`config.mk`:
```
export PLATFORM = sky130hd
export DESIGN_NAME = prog_loader_flat
export DESIGN_NICKNAME = d
export VERILOG_FILES = /design/src/rtl/prog_loader_if.sv /design/src/rtl/prog_loader.sv /design/src/flat_wrapper.sv
export SDC_FILE = /design/constraint.sdc
export NUM_CORES = 1
export LEC_CHECK = 0
export BUFFER_PORTS_ARGS = -buffer_cell sky130_fd_sc_hd__buf_2
export CAP_MARGIN = 5
export CORE_UTILIZATION = 59
export DETAILED_ROUTE_END_ITERATION = 10
export PLACE_DENSITY = 0.86
export SLEW_MARGIN = 0
export SYNTH_ARGS = -nofsm -noshare
export SYNTH_HDL_FRONTEND = slang
export SYNTH_SLANG_ARGS = --single-unit
```
`constraint.sdc`:
```
create_clock -name clk -period 5.7 [get_ports clk]
set_clock_uncertainty 0.2 [all_clocks]
set_input_delay 0.57 -clock clk [delete_from_list [all_inputs] [get_ports clk]]
set_output_delay 0.57 -clock clk [all_outputs]
set_load 0.005 [all_outputs]
```
`src/rtl/prog_loader_if.sv`:
```
// Byte-stream input and shared IM/DM word-write port of the program loader.
interface prog_loader_if #(
    parameter int unsigned ADDR_W = 14
);
    logic              in_valid;
    logic              in_ready;
    logic [7:0]        in_byte;
    logic              in_last;
    logic              mem_we;
    logic [ADDR_W-1:0] mem_addr;
    logic [31:0]       mem_wdata;

    modport master (
        output in_valid, in_byte, in_last,
        input  in_ready, mem_we, mem_addr, mem_wdata
    );

    modport slave (
        input  in_valid, in_byte, in_last,
        output in_ready, mem_we, mem_addr, mem_wdata
    );
endinterface

```
`src/rtl/prog_loader.sv`:
```
// Boot loader: packs a little-endian byte stream into 32-bit words, writes them
// sequentially to IM/DM, and holds the core in reset until the image is in.
module prog_loader #(
    parameter int unsigned DEPTH  = 16384,
    parameter int unsigned ADDR_W = 14
) (
    input  logic              clk,
    input  logic              rst,
    prog_loader_if.slave      bus,
    input  logic              start,
    output logic              cpu_hold,
    output logic              done,
    output logic              overflow,
    output logic [ADDR_W:0]   word_count
);
    typedef enum logic [1:0] {StLoad, StWrite, StDone} state_e;

    localparam logic [ADDR_W-1:0] MaxPtr   = ADDR_W'(DEPTH - 1);
    localparam logic [ADDR_W:0]   DepthCnt = (ADDR_W + 1)'(DEPTH);

    state_e            state_q, state_d;
    logic [1:0]        lane_q, lane_d;
    logic [31:0]       asm_q, asm_d, word_next;
    logic [ADDR_W-1:0] ptr_q, ptr_d;
    logic [ADDR_W:0]   wc_q, wc_d;
    logic              last_q, last_d;
    logic              full_q, full_d;   // load ended on capacity, not in_last
    logic              we_q, we_d;
    logic [ADDR_W-1:0] addr_q, addr_d;
    logic [31:0]       wdata_q, wdata_d;
    logic              hold_q, hold_d;
    logic              done_q, done_d;
    logic              ovf_q, ovf_d;

    always_comb begin
        state_d   = state_q;
        lane_d    = lane_q;
        asm_d     = asm_q;
        ptr_d     = ptr_q;
        wc_d      = wc_q;
        last_d    = last_q;
        full_d    = full_q;
        we_d      = 1'b0;
        addr_d    = addr_q;
        wdata_d   = wdata_q;
        hold_d    = hold_q;
        done_d    = done_q;
        ovf_d     = ovf_q;
        word_next = asm_q;
        word_next[{lane_q, 3'b000} +: 8] = bus.in_byte;

        unique case (state_q)
            StLoad: begin
                if (bus.in_valid) begin
                    asm_d  = word_next;
                    lane_d = lane_q + 2'd1;
                    if (lane_q == 2'd3 || bus.in_last) begin
                        state_d = StWrite;
                        last_d  = bus.in_last;
                        we_d    = 1'b1;
                        addr_d  = ptr_q;
                        wdata_d = word_next;
                    end
                end
            end
            StWrite: begin
                lane_d = 2'd0;
                asm_d  = 32'd0;
                if (ptr_q != MaxPtr) ptr_d = ptr_q + 1'b1;
                if (wc_q != DepthCnt) wc_d = wc_q + 1'b1;
                if (last_q || ptr_q == MaxPtr) begin
                    state_d = StDone;
                    done_d  = 1'b1;
                    hold_d  = 1'b0;
                    full_d  = !last_q;
                end else begin
                    state_d = StLoad;
                end
            end
            StDone: begin
                if (start) begin
                    state_d = StLoad;
                    ptr_d   = '0;
                    wc_d    = '0;
                    done_d  = 1'b0;
                    ovf_d   = 1'b0;
                    hold_d  = 1'b1;
                    full_d  = 1'b0;
                    last_d  = 1'b0;
                end else if (full_q && bus.in_valid) begin
                    ovf_d = 1'b1;
                end
            end
            default: state_d = StLoad;
        endcase
    end

    always_ff @(posedge clk or posedge rst) begin
        if (rst) begin
            state_q <= StLoad;
            lane_q  <= 2'd0;
            asm_q   <= 32'd0;
            ptr_q   <= '0;
            wc_q    <= '0;
            last_q  <= 1'b0;
            full_q  <= 1'b0;
            we_q    <= 1'b0;
            addr_q  <= '0;
            wdata_q <= 32'd0;
            hold_q  <= 1'b1;
            done_q  <= 1'b0;
            ovf_q   <= 1'b0;
        end else begin
            state_q <= state_d;
            lane_q  <= lane_d;
            asm_q   <= asm_d;
            ptr_q   <= ptr_d;
            wc_q    <= wc_d;
            last_q  <= last_d;
            full_q  <= full_d;
            we_q    <= we_d;
            addr_q  <= addr_d;
            wdata_q <= wdata_d;
            hold_q  <= hold_d;
            done_q  <= done_d;
            ovf_q   <= ovf_d;
        end
    end

    assign bus.in_ready  = (state_q == StLoad);
    assign bus.mem_we    = we_q;
    assign bus.mem_addr  = addr_q;
    assign bus.mem_wdata = wdata_q;
    assign cpu_hold      = hold_q;
    assign done          = done_q;
    assign overflow      = ovf_q;
    assign word_count    = wc_q;
endmodule
```
`src/flat_wrapper.sv`:
```
// flat-port wrapper written by rule: the top's interface ports become plain ports
module prog_loader_flat 
#(
    parameter int unsigned DEPTH  = 16384,
    parameter int unsigned ADDR_W = 14
)
  (clk, rst, start, cpu_hold, done, overflow, word_count, bus_in_valid, bus_in_byte, bus_in_last, bus_in_ready, bus_mem_we, bus_mem_addr, bus_mem_wdata);
  prog_loader_if #(.ADDR_W(ADDR_W)) bus_i ();
  input  logic clk;
  input  logic rst;
  input  logic start;
  output logic cpu_hold;
  output logic done;
  output logic overflow;
  output logic [ADDR_W:0] word_count;
  input wire logic [$bits(bus_i.in_valid)-1:0] bus_in_valid;
  input wire logic [$bits(bus_i.in_byte)-1:0] bus_in_byte;
  input wire logic [$bits(bus_i.in_last)-1:0] bus_in_last;
  output wire logic [$bits(bus_i.in_ready)-1:0] bus_in_ready;
  output wire logic [$bits(bus_i.mem_we)-1:0] bus_mem_we;
  output wire logic [$bits(bus_i.mem_addr)-1:0] bus_mem_addr;
  output wire logic [$bits(bus_i.mem_wdata)-1:0] bus_mem_wdata;
  assign bus_i.in_valid = bus_in_valid;
  assign bus_i.in_byte = bus_in_byte;
  assign bus_i.in_last = bus_in_last;
  assign bus_in_ready = bus_i.in_ready;
  assign bus_mem_we = bus_i.mem_we;
  assign bus_mem_addr = bus_i.mem_addr;
  assign bus_mem_wdata = bus_i.mem_wdata;
  prog_loader #(.DEPTH(DEPTH), .ADDR_W(ADDR_W)) u_core (.clk(clk), .rst(rst), .bus(bus_i), .start(start), .cpu_hold(cpu_hold), .done(done), .overflow(overflow), .word_count(word_count));
endmodule
```
[After elaboration in Yosys (flattened, before gate mapping)]
Cells that the tools add are included.
Storage, ports and cells
  memory bits (writable): 0
  bits in read-only memories: 0
  memories kept: 0
  register bits: 117
  bits in latches: 0
  input port bits: 13
Operators by class
  bitwise logic cells: 0
  add/sub/neg operators: 4
  reduce and logical (&&, ||, !) cells: 17
  $lt $le $gt $ge: 0
  multiply operators: 0
  div/mod/pow operators: 0
  multiplexer cells: 32
  shift operators: 2
  equality and inequality tests: 12
Operators by type and width (count)
  $pmux W32 S2: 1
  $bwmux W32: 1
  $mux W32: 1
  $shift A8 B7 Y32 const A: 1
  $shiftx A8 B7 Y32: 1
  $mux W15: 2
  $pmux W15 S2: 1
  $mux W14: 2
  $pmux W14 S2: 1
  $add A15 B1 Y15 const B: 1
  $ne A15 B15 Y1 const B: 1
  $reduce_and A3 Y1: 5
  $add A14 B1 Y14 const B: 1
  $eq A14 B14 Y1 const B: 1
  $ne A14 B14 Y1 const B: 1
  $mux W1: 12
  $mux W2: 5
  $ne A2 B1 Y1 const B: 4
  $pmux W1 S2: 4
  $reduce_bool A2 Y1: 4
  $neg A5 Y7: 1
  $pmux W2 S3: 1
  $eq A2 B2 Y1 const B: 2
  $ne A2 B2 Y1 const B: 2
  9 further kinds: 11

[Longest topological paths before layout]
  word-level depth: 5
  depth in mapped cells: 9
  gate-level depth less buffers: 6

[Least setup slack after synthesis]
No wires, ideal clock.
  path type: register to register
  start: register u_core.lane_q[0]
  end: register u_core.asm_q[16]
  period minus slack after synthesis: 2278 ps
  path buffers: 3
  path slack: 3422 ps
  cell stages (with the launch flop): 9
  data arrival time: 1957 ps
  path through: dfrtp_1 > clkbuf_1 > inv_1 > ha_1 > and4b_1 > clkbuf_1 > and2_1 > buf_2 > a22o_1
On the way
  word-level cells in the longest chain between the ends: 5
  elaborated cells on any way between the ends: 6
  classes of those cells: add/sub: 1; shift: 2; mux: 3
RTL lines
  start: declaration: RTL line prog_loader.sv:22  | logic [1:0] lane_q, lane_d;
  start signal: assignment: RTL line prog_loader.sv:115  | lane_q <= lane_d;
  $neg A5 Y7 *: RTL line prog_loader.sv:50  | word_next[{lane_q, 3'b000} +: 8] = bus.in_byte;
  $shiftx A8 B7 Y32 / $shift A8 B7 Y32 (equally long branches): RTL line prog_loader.sv:50
  $bwmux W32 *: RTL line prog_loader.sv:50
  $mux W32 *: RTL line prog_loader.sv:54  | if (bus.in_valid) begin
  $pmux W32 S2 *: RTL line prog_loader.sv:52  | unique case (state_q)
  end signal: assignment: RTL line prog_loader.sv:116  | asm_q <= asm_d;
  end: declaration: RTL line prog_loader.sv:23  | logic [31:0] asm_q, asm_d, word_next;
Mark *: on every way between the ends. The rest lies on a longest branch, timed or not. The select of a mux whose other input is x is not followed.
A chain may end at the register's enable or synchronous reset.

[Worst setup path after layout]
  start: register u_core.lane_q[0]
  end: register u_core.addr_q[1], in the netlist u_core.bus.mem_addr[1]
On the way
  word-level cells in the longest chain between the ends: 3
RTL lines
  $eq A2 B2 Y1: RTL line prog_loader.sv:57  | if (lane_q == 2'd3 || bus.in_last) begin
  $logic_or A1 B1 Y1: RTL line prog_loader.sv:57
  $reduce_and A3 Y1 (no source line)
  end signal: assignment: RTL line prog_loader.sv:122  | addr_q <= addr_d;
  end: declaration: RTL line prog_loader.sv:29  | logic [ADDR_W-1:0] addr_q, addr_d;
No other way between the ends.

==> summary.md <==
| Metric | Value |
|---|---|
| Syn_nets | `around 570` |
| Post-synth top area cell | `dfrtp_1` |
| Avg Cell Area, Syn | `between 9 and 10 um2` |
| Mapped Cells | `around 540` |
| # resized after CTS | `0` |
| Count leader, synth | `dfrtp_1` |
| Synth Register Bits | `roughly 120` |
| Leak Pwr | `between 3 and 4 nW` |
| Setup WS pre-CTS | `a little under 3 ns` |
| Max clock buf depth | `2` |
| CP top delay family | `buffers and inverters` |
| ANT nets after route | `0` |
| Largest net degree at the start of global routing | `76` |
| TNS Setup | `0 ns` |
| Min cycle time layout | `roughly 2.8 ns` |
| Root Buffer | `clkbuf_8` |
| Worst hold path class | `input pin to asynchronous set/reset pin` |
| Flop2flop setup slack | `2.90 ns` |
| WL final | `approximately 12 mm` |
| Area of the mapped netlist | `5410 um2` |
| Die Ht | `a little under 100 um` |
| Failing checks | `DRC` |
| Vias in the first global route | `4246` |
| Post-layout util | `between 70% and 80%` |
| Slowest stage cell on the critical path | `o21ai_4` |
| Iteration-0 DRC Markers | `267` |
| H-tree depth | `4` |
| Initial Util | `between 60% and 70%` |
| Register area share after synthesis | `54.2%` |
| Total grt overflow | `0` |
| Share of cells above drive strength 1 | `between 20% and 30%` |
| Fmax | `about 0.36 GHz` |
| Initial antenna violation count | `0` |
| Clk network pwr share | `between 30% and 40%` |
| CP bufs+invs | `2` |
| Final nets | `630` |
| DRC | `10` |
| Max-cap viol count | `0` |
| Rows | `34` |
| Clock Sinks | `117` |
| Worst VDD drop | `between 0.0003 and 0.0004 V` |
| Final Cycle Share | `49.1%` |
| R2R Path Start | `u_core.lane_q[0]` |
| Critical Path AT | `about 3.0 ns` |
| Routability congestion estimate | `between 0.8 and 0.9` |
| Worst-Skew Late Latency | `between 0.5 and 0.6 ns` |
| EDFF count, synth | `0` |
| Total track usage | `between 20% and 30%` |
| Count of cell types in the netlist | `53` |
| Crit Path Max Fanout | `between 40 and 50` |
| Pre-antenna DRT Iters | `8` |
| Die Width | `97.7 um` |
| Worst path required time | `~5.9 ns` |
| Final setup vio count | `0` |
| Area fraction of the dominant cell type after synthesis | `53.7%` |
| Ys Warns | `0` |
| PwrDens | `roughly 460 nW/um2` |
| Most used cell, CP | `nand2_1` |
| Crit path largest cell delay | `approximately 0.64 ns` |
| Fill count | `644` |
| Ys flop type | `dfrtp_1` |
| Die area | `9550 um2` |
| PortBufs | `78` |
| Switching power | `roughly 0.00096 W` |
| Sequential fraction of design power | `approximately 41%` |
| Cts bufs inserted | `17` |
| Postcts setup bufs | `0` |
| Worst reg2reg path depth | `6` |
| Area Overhead vs Synth | `18.0%` |
| Critical R2R Capture | `u_core.bus.mem_addr[1]` |
| Unrepaired setup endpoints after global routing | `false` |
| Switching portion of total power | `~32%` |
| Max_slew headroom | `between 40% and 50%` |
| CP cell instances | `ha_1 -> o21ai_4 -> buf_4 -> inv_1 -> nand2_1 -> nand2_1` |
| WS Path Type | `flip-flop to flip-flop` |
| Async set or reset register ratio after synthesis | `between 90% and 100%` |
| Hold Vio Cnt, Final | `0` |
| Clk pin slew, worst setup/hold paths | `~0.05 ns` |
| Final HPWL DP | `~8 mm` |
| N_diodes | `0` |
| Status | `finished, violations left` |
| Hold_buf cts | `0` |
| Worst-Margin Slew | `between 0.8 and 0.9 ns` |
| List of most frequent post-synthesis cells | `dfrtp_1 (116), nand2_1 (91), a21oi_1 (43)` |
| Startpoint types | `flip-flop` |
| CP Capture Type | `flip-flop` |
| Worst setup slack after layout | `just under 3 ns` |
| Worst Setup SP | `u_core.lane_q[0]` |
| Pint | `~0.0020 W` |
| Vias/cell | `5.95` |
| Max Slew Vio Count | `0` |
| CTS tree | `yes` |
| Gate power share | `between 20% and 30%` |
| Via count | `~4.3k` |
| Top cells by area, synth | `dfrtp_1 (54%), nand2_1 (6.3%), a22o_1 (5.2%), a21oi_1 (4.0%), nor2b_1 (3.9%)` |
| Wire per inst | `about 17 um` |
| First-pass GRT wire length | `20.8 mm` |
| Top-level I/O count | `79` |
| CORE AREA | `8810 um2` |
==> area by class of cell <==
| cell class | count | area, um2 | share of cell area, % |
|---|---|---|---|
| inverters | 15 | 58.8 | 0.922 |
| clock buffers | 21 | 449 | 7.04 |
| clock inverters | 10 | 130 | 2.04 |
| well taps | 108 | 135 | 2.12 |
| multi-input cells | 376 | 2260 | 35.5 |
| flip-flops and latches | 117 | 2930 | 45.9 |
| repair buffers | 81 | 413 | 6.47 |
==> worst max path at each step <==
stage | endpoint | slack (ns) | cells past startpoint
after floorplan | u_core.asm_q[0] | 1.83 | 1
after global placement | u_core.bus.mem_addr[9] | 3.06 | 6
after detailed placement | u_core.bus.mem_addr[1] | 2.88 | 6
after CTS | u_core.bus.mem_addr[1] | 2.89 | 6
after global routing | u_core.bus.mem_addr[2] | 2.66 | 6
final | u_core.bus.mem_addr[1] | 2.90 | 6
==> metal layers <==
layer  share of wire (%)  vias up  global-route usage, %
met4                 1.7        0                   11.7
li1                    -     2028                      -
met2                  50      171                   46.5
met1                  42     2110                   36.1
met3                 5.8       20                   6.19
met5                   0        -                      0
==> through the flow <==
stage	hold WS [ns]	std cells	total power, W	cell area [um2]
2_1_floorplan	0.236	543	0.00165	5410
3_3_place_gp	0.258	697	0.00187	5800
3_5_place_dp	0.266	697	0.00192	5800
4_1_cts	0.0696	728	0.00296	6380
5_1_grt	0.0776	728	0.00310	6380
6_report	0.0249	728	0.00295	6380
==> cells by family (layout without fill, tap and decap cells) <==
kind of cell	after synthesis	count (layout)	synth area share, %
DFF	117	117	54.2
muxes	6	6	1.16
AOI/OAI and AO/OA	141	141	16.6
and+or+nand+nor	210	210	20.2
xor gates and xnor gates	10	10	1.62
adders and majority gates	9	9	2.08
buffers and inverters	50	127	4.17
==> placed cells by master, fill, tap and decap left out, types with 4 or more instances in the layout <==
cell       netlist  final
o21ai_0         40     39
nor2b_1         34     34
inv_1           14     13
dfrtp_1        116    116
o31ai_1          5      5
ha_1             9      9
clkbuf_16        0     16
a21o_1           4      4
nand3_1          6      6
mux2i_1          4      4
nor2_1          26     26
a22o_1          32     32
and2_1           4      4
nand4_1          6      6
nor3_1           6      6
nand2_1         91     91
buf_2            9     78
nor4_1           8      8
or4_1            4      4
a21oi_1         43     43
clkinv_2         0      5
xnor2_1          9      9
==> sequential cells by signal, summed over array words and instances (netlist names) <==
signal	count
u_core.ptr_q	14
u_core.last_q	1
u_core.bus.mem_we	1
u_core.bus.mem_addr	14
u_core.full_q	1
u_core.bus.mem_wdata	32
u_core.done	1
u_core.asm_q	32
u_core.state_q	2
u_core.cpu_hold	1
u_core.overflow	1
u_core.lane_q	2
u_core.word_count	15
==> power groups by stage <==
| stage | sequential [W] | clock [W] | combinational [W] |
|---|---|---|---|
| after detailed placement | 0.00121 | 0 | 0.000707 |
| final | 0.00120 | 0.00104 | 0.000712 |
| after CTS | 0.00120 | 0.00104 | 0.000718 |
| after global routing | 0.00123 | 0.00108 | 0.000799 |
| after floorplan | 0.00117 | 0 | 0.000480 |
| after global placement | 0.00120 | 0 | 0.000674 |
==> worst register-to-register path, cell delays in order, from the launching register on <==
cell and delay (ns):
dfrtp_1 0.49, ha_1 0.30, o21ai_4 0.64, buf_4 0.50, inv_1 0.33, nand2_1 0.17
nand2_1 0.06
Note: power is estimated with default switching activity, not from simulation.
